File: config.mk
export PLATFORM = sky130hd
export DESIGN_NAME = crc24_frame_ctrl
export DESIGN_NICKNAME = d
export VERILOG_FILES = /design/src/rtl/crc24_frame_ctrl.sv
export SDC_FILE = /design/constraint.sdc
export NUM_CORES = 1
export LEC_CHECK = 0
export ABC_AREA = 1
export ABC_CLOCK_PERIOD_IN_PS = 5400
export BUFFER_PORTS_ARGS = -buffer_cell sky130_fd_sc_hd__buf_2
export CAP_MARGIN = 20
export CORE_MARGIN = 4
export CORE_UTILIZATION = 45
export CTS_BUF_LIST = sky130_fd_sc_hd__clkbuf_4 sky130_fd_sc_hd__clkbuf_8
export CTS_CLUSTER_SIZE = 8
export DETAILED_ROUTE_END_ITERATION = 6
export PLACE_DENSITY_LB_ADDON = 0.2
export REMOVE_ABC_BUFFERS = 1
export SLEW_MARGIN = 25
export SYNTH_ARGS = -nofsm -noshare
export SYNTH_HDL_FRONTEND = slang
export SYNTH_SLANG_ARGS = --single-unit
File: constraint.sdc
create_clock -name clk -period 5.4 [get_ports clk]
set_clock_uncertainty 0.2 [all_clocks]
set_input_delay 0.81 -clock clk [delete_from_list [all_inputs] [get_ports clk]]
set_output_delay 0.81 -clock clk [all_outputs]
set_load 0.005 [all_outputs]
File: src/rtl/crc24_frame_ctrl.sv
// Byte-stream CRC-32 sequencer: packs bytes into 24-bit words for a parallel engine,
// finishes 1-2 tail bytes bit-serially. Option macro: CRC24_CTRL_FINAL_XOR_EN (inverted result).

module crc_d24 (
  input  logic        clk,
  input  logic        rst,
  input  logic        en,
  input  logic [23:0] data,
  output logic [31:0] crc_out
);
  localparam logic [31:0] POLY = 32'h04C11DB7;

  logic [31:0] crc_q;
  logic [31:0] crc_d;

  function automatic logic [31:0] crc24_step(input logic [31:0] c, input logic [23:0] d);
    logic [31:0] r;
    logic        fb;
    r = c;
    for (int i = 23; i >= 0; i--) begin
      fb = r[31] ^ d[i];
      r  = {r[30:0], 1'b0} ^ ({32{fb}} & POLY);
    end
    return r;
  endfunction

  always_comb begin
    crc_d = crc_q;
    if (en) begin
      crc_d = crc24_step(crc_q, data);
    end else begin
      crc_d = crc_q;
    end
  end

  always_ff @(posedge clk or posedge rst) begin
    if (rst) crc_q <= 32'hFFFFFFFF;
    else     crc_q <= crc_d;
  end

  assign crc_out = crc_q;
endmodule

module crc24_frame_ctrl #(
  parameter int LEN_W = 16
) (
  input  logic             clk,
  input  logic             rst_n,
  input  logic [7:0]       in_data,
  input  logic             in_valid,
  input  logic             in_sop,
  input  logic             in_eop,
  output logic             in_ready,
  output logic [31:0]      res_crc,
  output logic [LEN_W-1:0] res_len,
  output logic             res_valid,
  input  logic             res_ready,
  output logic             busy
);
  localparam logic [31:0]      POLY    = 32'h04C11DB7;
  localparam logic [LEN_W-1:0] CNT_ONE = {{(LEN_W-1){1'b0}}, 1'b1};
  localparam logic [LEN_W-1:0] CNT_MAX = {LEN_W{1'b1}};

  typedef enum logic [2:0] {S_IDLE, S_ACC, S_FLUSH, S_TAIL, S_DONE} state_t;

  state_t             state_q, state_d;
  logic               in_ready_q, in_ready_d;
  logic               res_valid_q, res_valid_d;
  logic [LEN_W-1:0]   res_len_q, res_len_d;
  logic               busy_q, busy_d;
  logic [LEN_W-1:0]   count_q, count_d;
  logic [1:0]         pos_q, pos_d;
  logic [15:0]        word_q, word_d;
  logic [23:0]        eng_word_q, eng_word_d;
  logic               eng_en_q, eng_en_d;
  logic               eng_rst_q, eng_rst_d;
  logic [1:0]         n_q, n_d;
  logic [31:0]        tail_crc_q, tail_crc_d;
  logic [15:0]        tail_dat_q, tail_dat_d;
  logic [3:0]         tail_cnt_q, tail_cnt_d;
  logic               accept_s;
  logic               fb_s;
  logic [31:0]        crc_out_s;
  logic [31:0]        res_crc_s;

  function automatic logic [31:0] crc_final(input logic [31:0] c);
`ifdef CRC24_CTRL_FINAL_XOR_EN
    return ~c;
`else
    return c;
`endif
  endfunction

  crc_d24 u_crc (
    .clk     (clk),
    .rst     (eng_rst_q),
    .en      (eng_en_q),
    .data    (eng_word_q),
    .crc_out (crc_out_s)
  );

  assign accept_s = in_valid & in_ready_q;
  assign fb_s     = tail_crc_q[31] ^ tail_dat_q[15];

  always_comb begin
    state_d     = state_q;
    in_ready_d  = in_ready_q;
    res_valid_d = res_valid_q;
    res_len_d   = res_len_q;
    busy_d      = busy_q;
    count_d     = count_q;
    pos_d       = pos_q;
    word_d      = word_q;
    eng_word_d  = eng_word_q;
    eng_en_d    = 1'b0;
    eng_rst_d   = 1'b0;
    n_d         = n_q;
    tail_crc_d  = tail_crc_q;
    tail_dat_d  = tail_dat_q;
    tail_cnt_d  = tail_cnt_q;
    case (state_q)
      S_IDLE, S_ACC: begin
        // Outside a frame only SOP bytes matter; SOP inside a frame restarts it.
        if (accept_s && (in_sop || state_q == S_ACC)) begin
          if (in_sop) begin
            eng_rst_d = 1'b1;
            count_d   = CNT_ONE;
            word_d    = {in_data, 8'h00};
            pos_d     = 2'd1;
          end else begin
            count_d = (count_q != CNT_MAX) ? count_q + CNT_ONE : count_q;
            case (pos_q)
              2'd0: begin word_d = {in_data, 8'h00}; pos_d = 2'd1; end
              2'd1: begin word_d = {word_q[15:8], in_data}; pos_d = 2'd2; end
              2'd2: begin
                eng_word_d = {word_q, in_data};
                eng_en_d   = 1'b1;
                word_d     = 16'h0000;
                pos_d      = 2'd0;
              end
              default: pos_d = 2'd0;
            endcase
          end
          busy_d = 1'b1;
          if (in_eop) begin
            state_d    = S_FLUSH;
            in_ready_d = 1'b0;
            n_d        = pos_d;
          end else begin
            state_d = S_ACC;
          end
        end else begin
          state_d = state_q;
        end
      end
      S_FLUSH: begin
        if (n_q == 2'd0) begin
          state_d     = S_DONE;
          res_valid_d = 1'b1;
          res_len_d   = count_q;
        end else begin
          state_d    = S_TAIL;
          tail_crc_d = crc_out_s;
          tail_dat_d = word_q;
          tail_cnt_d = (n_q == 2'd1) ? 4'd7 : 4'd15;
        end
      end
      S_TAIL: begin
        tail_crc_d = {tail_crc_q[30:0], 1'b0} ^ ({32{fb_s}} & POLY);
        tail_dat_d = {tail_dat_q[14:0], 1'b0};
        tail_cnt_d = tail_cnt_q - 4'd1;
        if (tail_cnt_q == 4'd0) begin
          state_d     = S_DONE;
          res_valid_d = 1'b1;
          res_len_d   = count_q;
        end else begin
          state_d = S_TAIL;
        end
      end
      S_DONE: begin
        if (res_ready) begin
          state_d     = S_IDLE;
          res_valid_d = 1'b0;
          res_len_d   = {LEN_W{1'b0}};
          in_ready_d  = 1'b1;
          busy_d      = 1'b0;
        end else begin
          state_d = S_DONE;
        end
      end
      default: begin
        state_d     = S_IDLE;
        in_ready_d  = 1'b1;
        res_valid_d = 1'b0;
        busy_d      = 1'b0;
      end
    endcase
  end

  always_comb begin
    res_crc_s = 32'h00000000;
    if (state_q == S_DONE) begin
      res_crc_s = crc_final((n_q == 2'd0) ? crc_out_s : tail_crc_q);
    end else begin
      res_crc_s = 32'h00000000;
    end
  end

  always_ff @(posedge clk) begin
    if (!rst_n) begin
      state_q     <= S_IDLE;
      in_ready_q  <= 1'b1;
      res_valid_q <= 1'b0;
      res_len_q   <= {LEN_W{1'b0}};
      busy_q      <= 1'b0;
      count_q     <= {LEN_W{1'b0}};
      pos_q       <= 2'd0;
      word_q      <= 16'h0000;
      eng_word_q  <= 24'h000000;
      eng_en_q    <= 1'b0;
      eng_rst_q   <= 1'b1;
      n_q         <= 2'd0;
      tail_crc_q  <= 32'h00000000;
      tail_dat_q  <= 16'h0000;
      tail_cnt_q  <= 4'd0;
    end else begin
      state_q     <= state_d;
      in_ready_q  <= in_ready_d;
      res_valid_q <= res_valid_d;
      res_len_q   <= res_len_d;
      busy_q      <= busy_d;
      count_q     <= count_d;
      pos_q       <= pos_d;
      word_q      <= word_d;
      eng_word_q  <= eng_word_d;
      eng_en_q    <= eng_en_d;
      eng_rst_q   <= eng_rst_d;
      n_q         <= n_d;
      tail_crc_q  <= tail_crc_d;
      tail_dat_q  <= tail_dat_d;
      tail_cnt_q  <= tail_cnt_d;
    end
  end

  assign in_ready  = in_ready_q;
  assign res_valid = res_valid_q;
  assign res_len   = res_len_q;
  assign busy      = busy_q;
  assign res_crc   = res_crc_s;
endmodule

==> results by stage <==
Status:
- The flow ran to the end, and the final reports show no timing, DRC or antenna violations.

Critical path:
- The data arrival time of the critical path is 2.24 ns.
- The critical path required time is 4.39 ns.
- The classification of the worst setup path is flop to primary output.
- Along the worst path, the maximum fanout reaches 49.
- The critical path endpoint category is a primary output.
- The sort of element at the start of the critical path is a flop.

Floorplan:
- The number of ports placed on the die boundary is 65.
- After floorplanning, the core was divided into 56 placement rows.
- For this configuration, the core starts out at a cell density of 45.9%.
- The die footprint is 26500 sq um.
- The chip height is 163 microns.
- The floorplan step defined a core boundary enclosing 23500 sq um.
- The floorplan die width is 163 microns.

Final layout:
- Of the cells placed in the final design, the portion with a size suffix greater than 1 is 17.4%.
- The final-stage net count is 1683.
- The number of antenna cells inserted is 0.
- Summing all multi-input logic gate instances after layout gives 6340 sq um.
- The number of fill cells in the layout is 2456.
- Relative to the synthesized area, the layout overhead comes to 9.45%.
- The sequential cell area is 3560 sq um.

Timing:
- The worst-case headroom to the max-slew limit is 48.4%.
- Setup violations remaining at the end of the flow were counted as 0.
- Summed over all failing endpoints, the final setup total negative slack is 0 ns.
- The count of pins over their slew limit came to 0.
- The fraction of the cycle the final worst path needs is 60.2%.
- At the pin with the least slew margin, the transition time is 0.774 ns.
- The worst setup slack after layout is 2.15 ns.
- Setup repair after global routing left no endpoint under its margin.
- The final critical delay including setup and external delays is 3.25 ns.
- The number of hold violations in the final report is 0.
- Static timing analysis puts the maximum clock frequency at 308 MHz.

Routing:
- The remaining routing DRC violations is 0.
- Summed over all layers, the routed wires come to 32900 microns.
- For this block, the via count after detailed routing is 10610.
- The first detailed-routing pass ran for 5 iterations.
- Using the TritonRoute via totals, the vias-per-cell ratio works out to 5.32.
- The violation count after the first detailed-routing iteration is 1036.
- The count of antenna-violating nets left after detailed routing is 0.
- In the final routed layout, each cell accounts on average for 16.5 microns.

Yosys:
- The average instance area after synthesis is 6.67 sq um.
- The combined area of all synthesized cells is 10800 sq um.
- The flop and latch count out of synthesis is 168.
- Synthesis instantiated 43 different standard cells from the library.
- The number of warning messages in the yosys log is 0.
- Synthesis handed over a netlist of 1619 instances.
- The share of the yosys chip area belonging to registers is 33.0%.

Clock network:
- TritonCTS built the clock tree.
- Counting the buffers created by CTS gives 17.
- Clock-pin slew was measured on the worst setup and hold paths at 0.10 ns.
- The count of instances resized after the clock tree is built is 0.
- In this run the post-CTS setup repair buffer count came out at 0.
- The root buffer cell is clkbuf_8.
- The maximum root-to-sink buffer count is 2.
- The clock sink total is 168.
- The clock latency of the later-clocked register in the worst-skew pair is 0.46 ns.
- The H-tree was split into 4 levels.
- For this design, the CTS-stage hold fixing added 0 buffers.

GRT:
- The overall global routing resource usage is 24.9%.
- Global routing finished with a remaining overflow of 0.
- The first global-routing pass estimated 52800 microns of wire.
- The initial antenna violation count is 0.
- Entering global routing, the biggest net connects 86 pins.
- The via count of the first global-routing pass was 9729.

Place:
- The detailed-placement wirelength estimate is 25200 microns.
- The count of buffers added on input and output ports is 64.
- Timing analysis after detailed placement gives a worst setup slack of 2.20 ns.
- The final weighted congestion of routability-driven global placement is 0.924.

Worst hold path:
- The class of the tightest hold or removal check is flop to flop.

Run:
- Max-cap violations in this run came to 0.
-- per-layer routing --
| metal | global-route usage (%) | part of all wire [%] |
|---|---|---|
| met5 | 0 | 0 |
| met3 | 2.89 | 5.3 |
| met2 | 40.9 | 47 |
| met4 | 7.85 | 2.5 |
| met1 | 34.5 | 45 |
-- cell type report --
type                       count  share of cell area [%]
timing repair buffer          76                    3.47
multi-input combinational   1213                    53.6
clock inverter                14                    1.26
inverter                     187                    6.02
sequential                   168                    30.1
clock buffer                  18                    2.10
tap                          319                    3.38
-- cells in the final DEF (no fill, tap or decap), types with 5 or more instances in the layout --
cell type / instances
nand2_1: 471
nand3_1: 158
inv_1: 158
dfxtp_1: 136
a21oi_1: 125
o21ai_0: 94
nand2_2: 79
xor2_1: 73
nor2_1: 64
buf_2: 64
o221ai_1: 33
dfstp_2: 32
nand2_4: 25
inv_2: 20
clkbuf_8: 18
xnor2_1: 15
buf_4: 12
a211oi_1: 9
o211ai_1: 9
nand3_2: 8
nor3_1: 7
inv_6: 7
clkinv_1: 6
ha_1: 6
or2_2: 5
-- flip-flops by register name, indices dropped and copies added, names as in the netlist --
name	flops
word_q	16
eng_rst_q	1
tail_cnt_q	4
res_len	16
pos_q	2
n_q	2
tail_crc_q	32
busy	1
in_ready	1
tail_dat_q	16
state_q	3
eng_en_q	1
res_valid	1
eng_word_q	24
count_q	16
u_crc.crc_out	32
-- kinds of logic after synthesis --
kind of cell / synth area share, %
simple gates: 35.8
compound gates: 15.0
buf+inv: 8.40
flops: 33.0
xor+xnor: 7.14
fa+ha+maj: 0.695
-- stage by stage --
| step | utilization, % | instances | hold WS, ns | instance area, sq um |
|---|---|---|---|---|
| after global routing | 50.2 | 1995 | 0.285 | 11800 |
| after floorplan | - | 1568 | 0.235 | 10600 |
| after CTS | 50.2 | 1995 | 0.271 | 11800 |
| after detailed placement | 48.5 | 1963 | 0.255 | 11400 |
| final | 50.2 | 1995 | 0.269 | 11800 |
| after global placement | 48.5 | 1963 | 0.249 | 11400 |
-- worst max-delay path: stages (launching register included) --
cell and delay, ns:
dfxtp_1 0.34, nor2_2 0.10, buf_4 0.40, inv_1 0.40
o21ai_0 0.27, a21oi_1 0.09, buf_2 0.16
-- final timing paths --
check,start,endpoint,slack [ns],depth (start not counted)
worst min-delay path,res_len[6],res_len[6],0.27,2
worst max register to register,n_q[0],tail_crc_q[16],2.15,12
worst min register to register,res_len[6],res_len[6],0.27,2
min in group asynchronous,eng_rst_q,u_crc.crc_out[27],0.39,2
worst max-delay path,n_q[0],res_crc[18],2.15,6
max in group asynchronous,eng_rst_q,u_crc.crc_out[18],4.55,2
-- Yosys cell counts, drive strengths merged --
library cell  number  share of area [%]
ha                 6               0.69
nor3               8               0.37
clkinv             6               0.21
clkbuf            45                1.6
nor2              69                2.5
a31oi              3               0.17
and3               1              0.058
a22oi              1              0.070
xnor2             15                1.2
dfxtp            136                 25
nand2            576                 24
dfstp             32                7.8
o211ai             9               0.63
a41oi              1              0.081
buf                6               0.24
a211oi             9               0.63
nor3b              1              0.070
inv              181                6.4
nand3            167                8.2
o21a               3               0.21
or2                7               0.41
o31ai              1              0.070
o221ai            33                2.7
nand3b             3               0.21
o21ai            100                4.7
xor2              73                5.9
nor4               2               0.17
a21oi            125                5.8
Power is not shown: default switching activity piles up to over one toggle a cycle in this logic, so the estimate is an artifact.
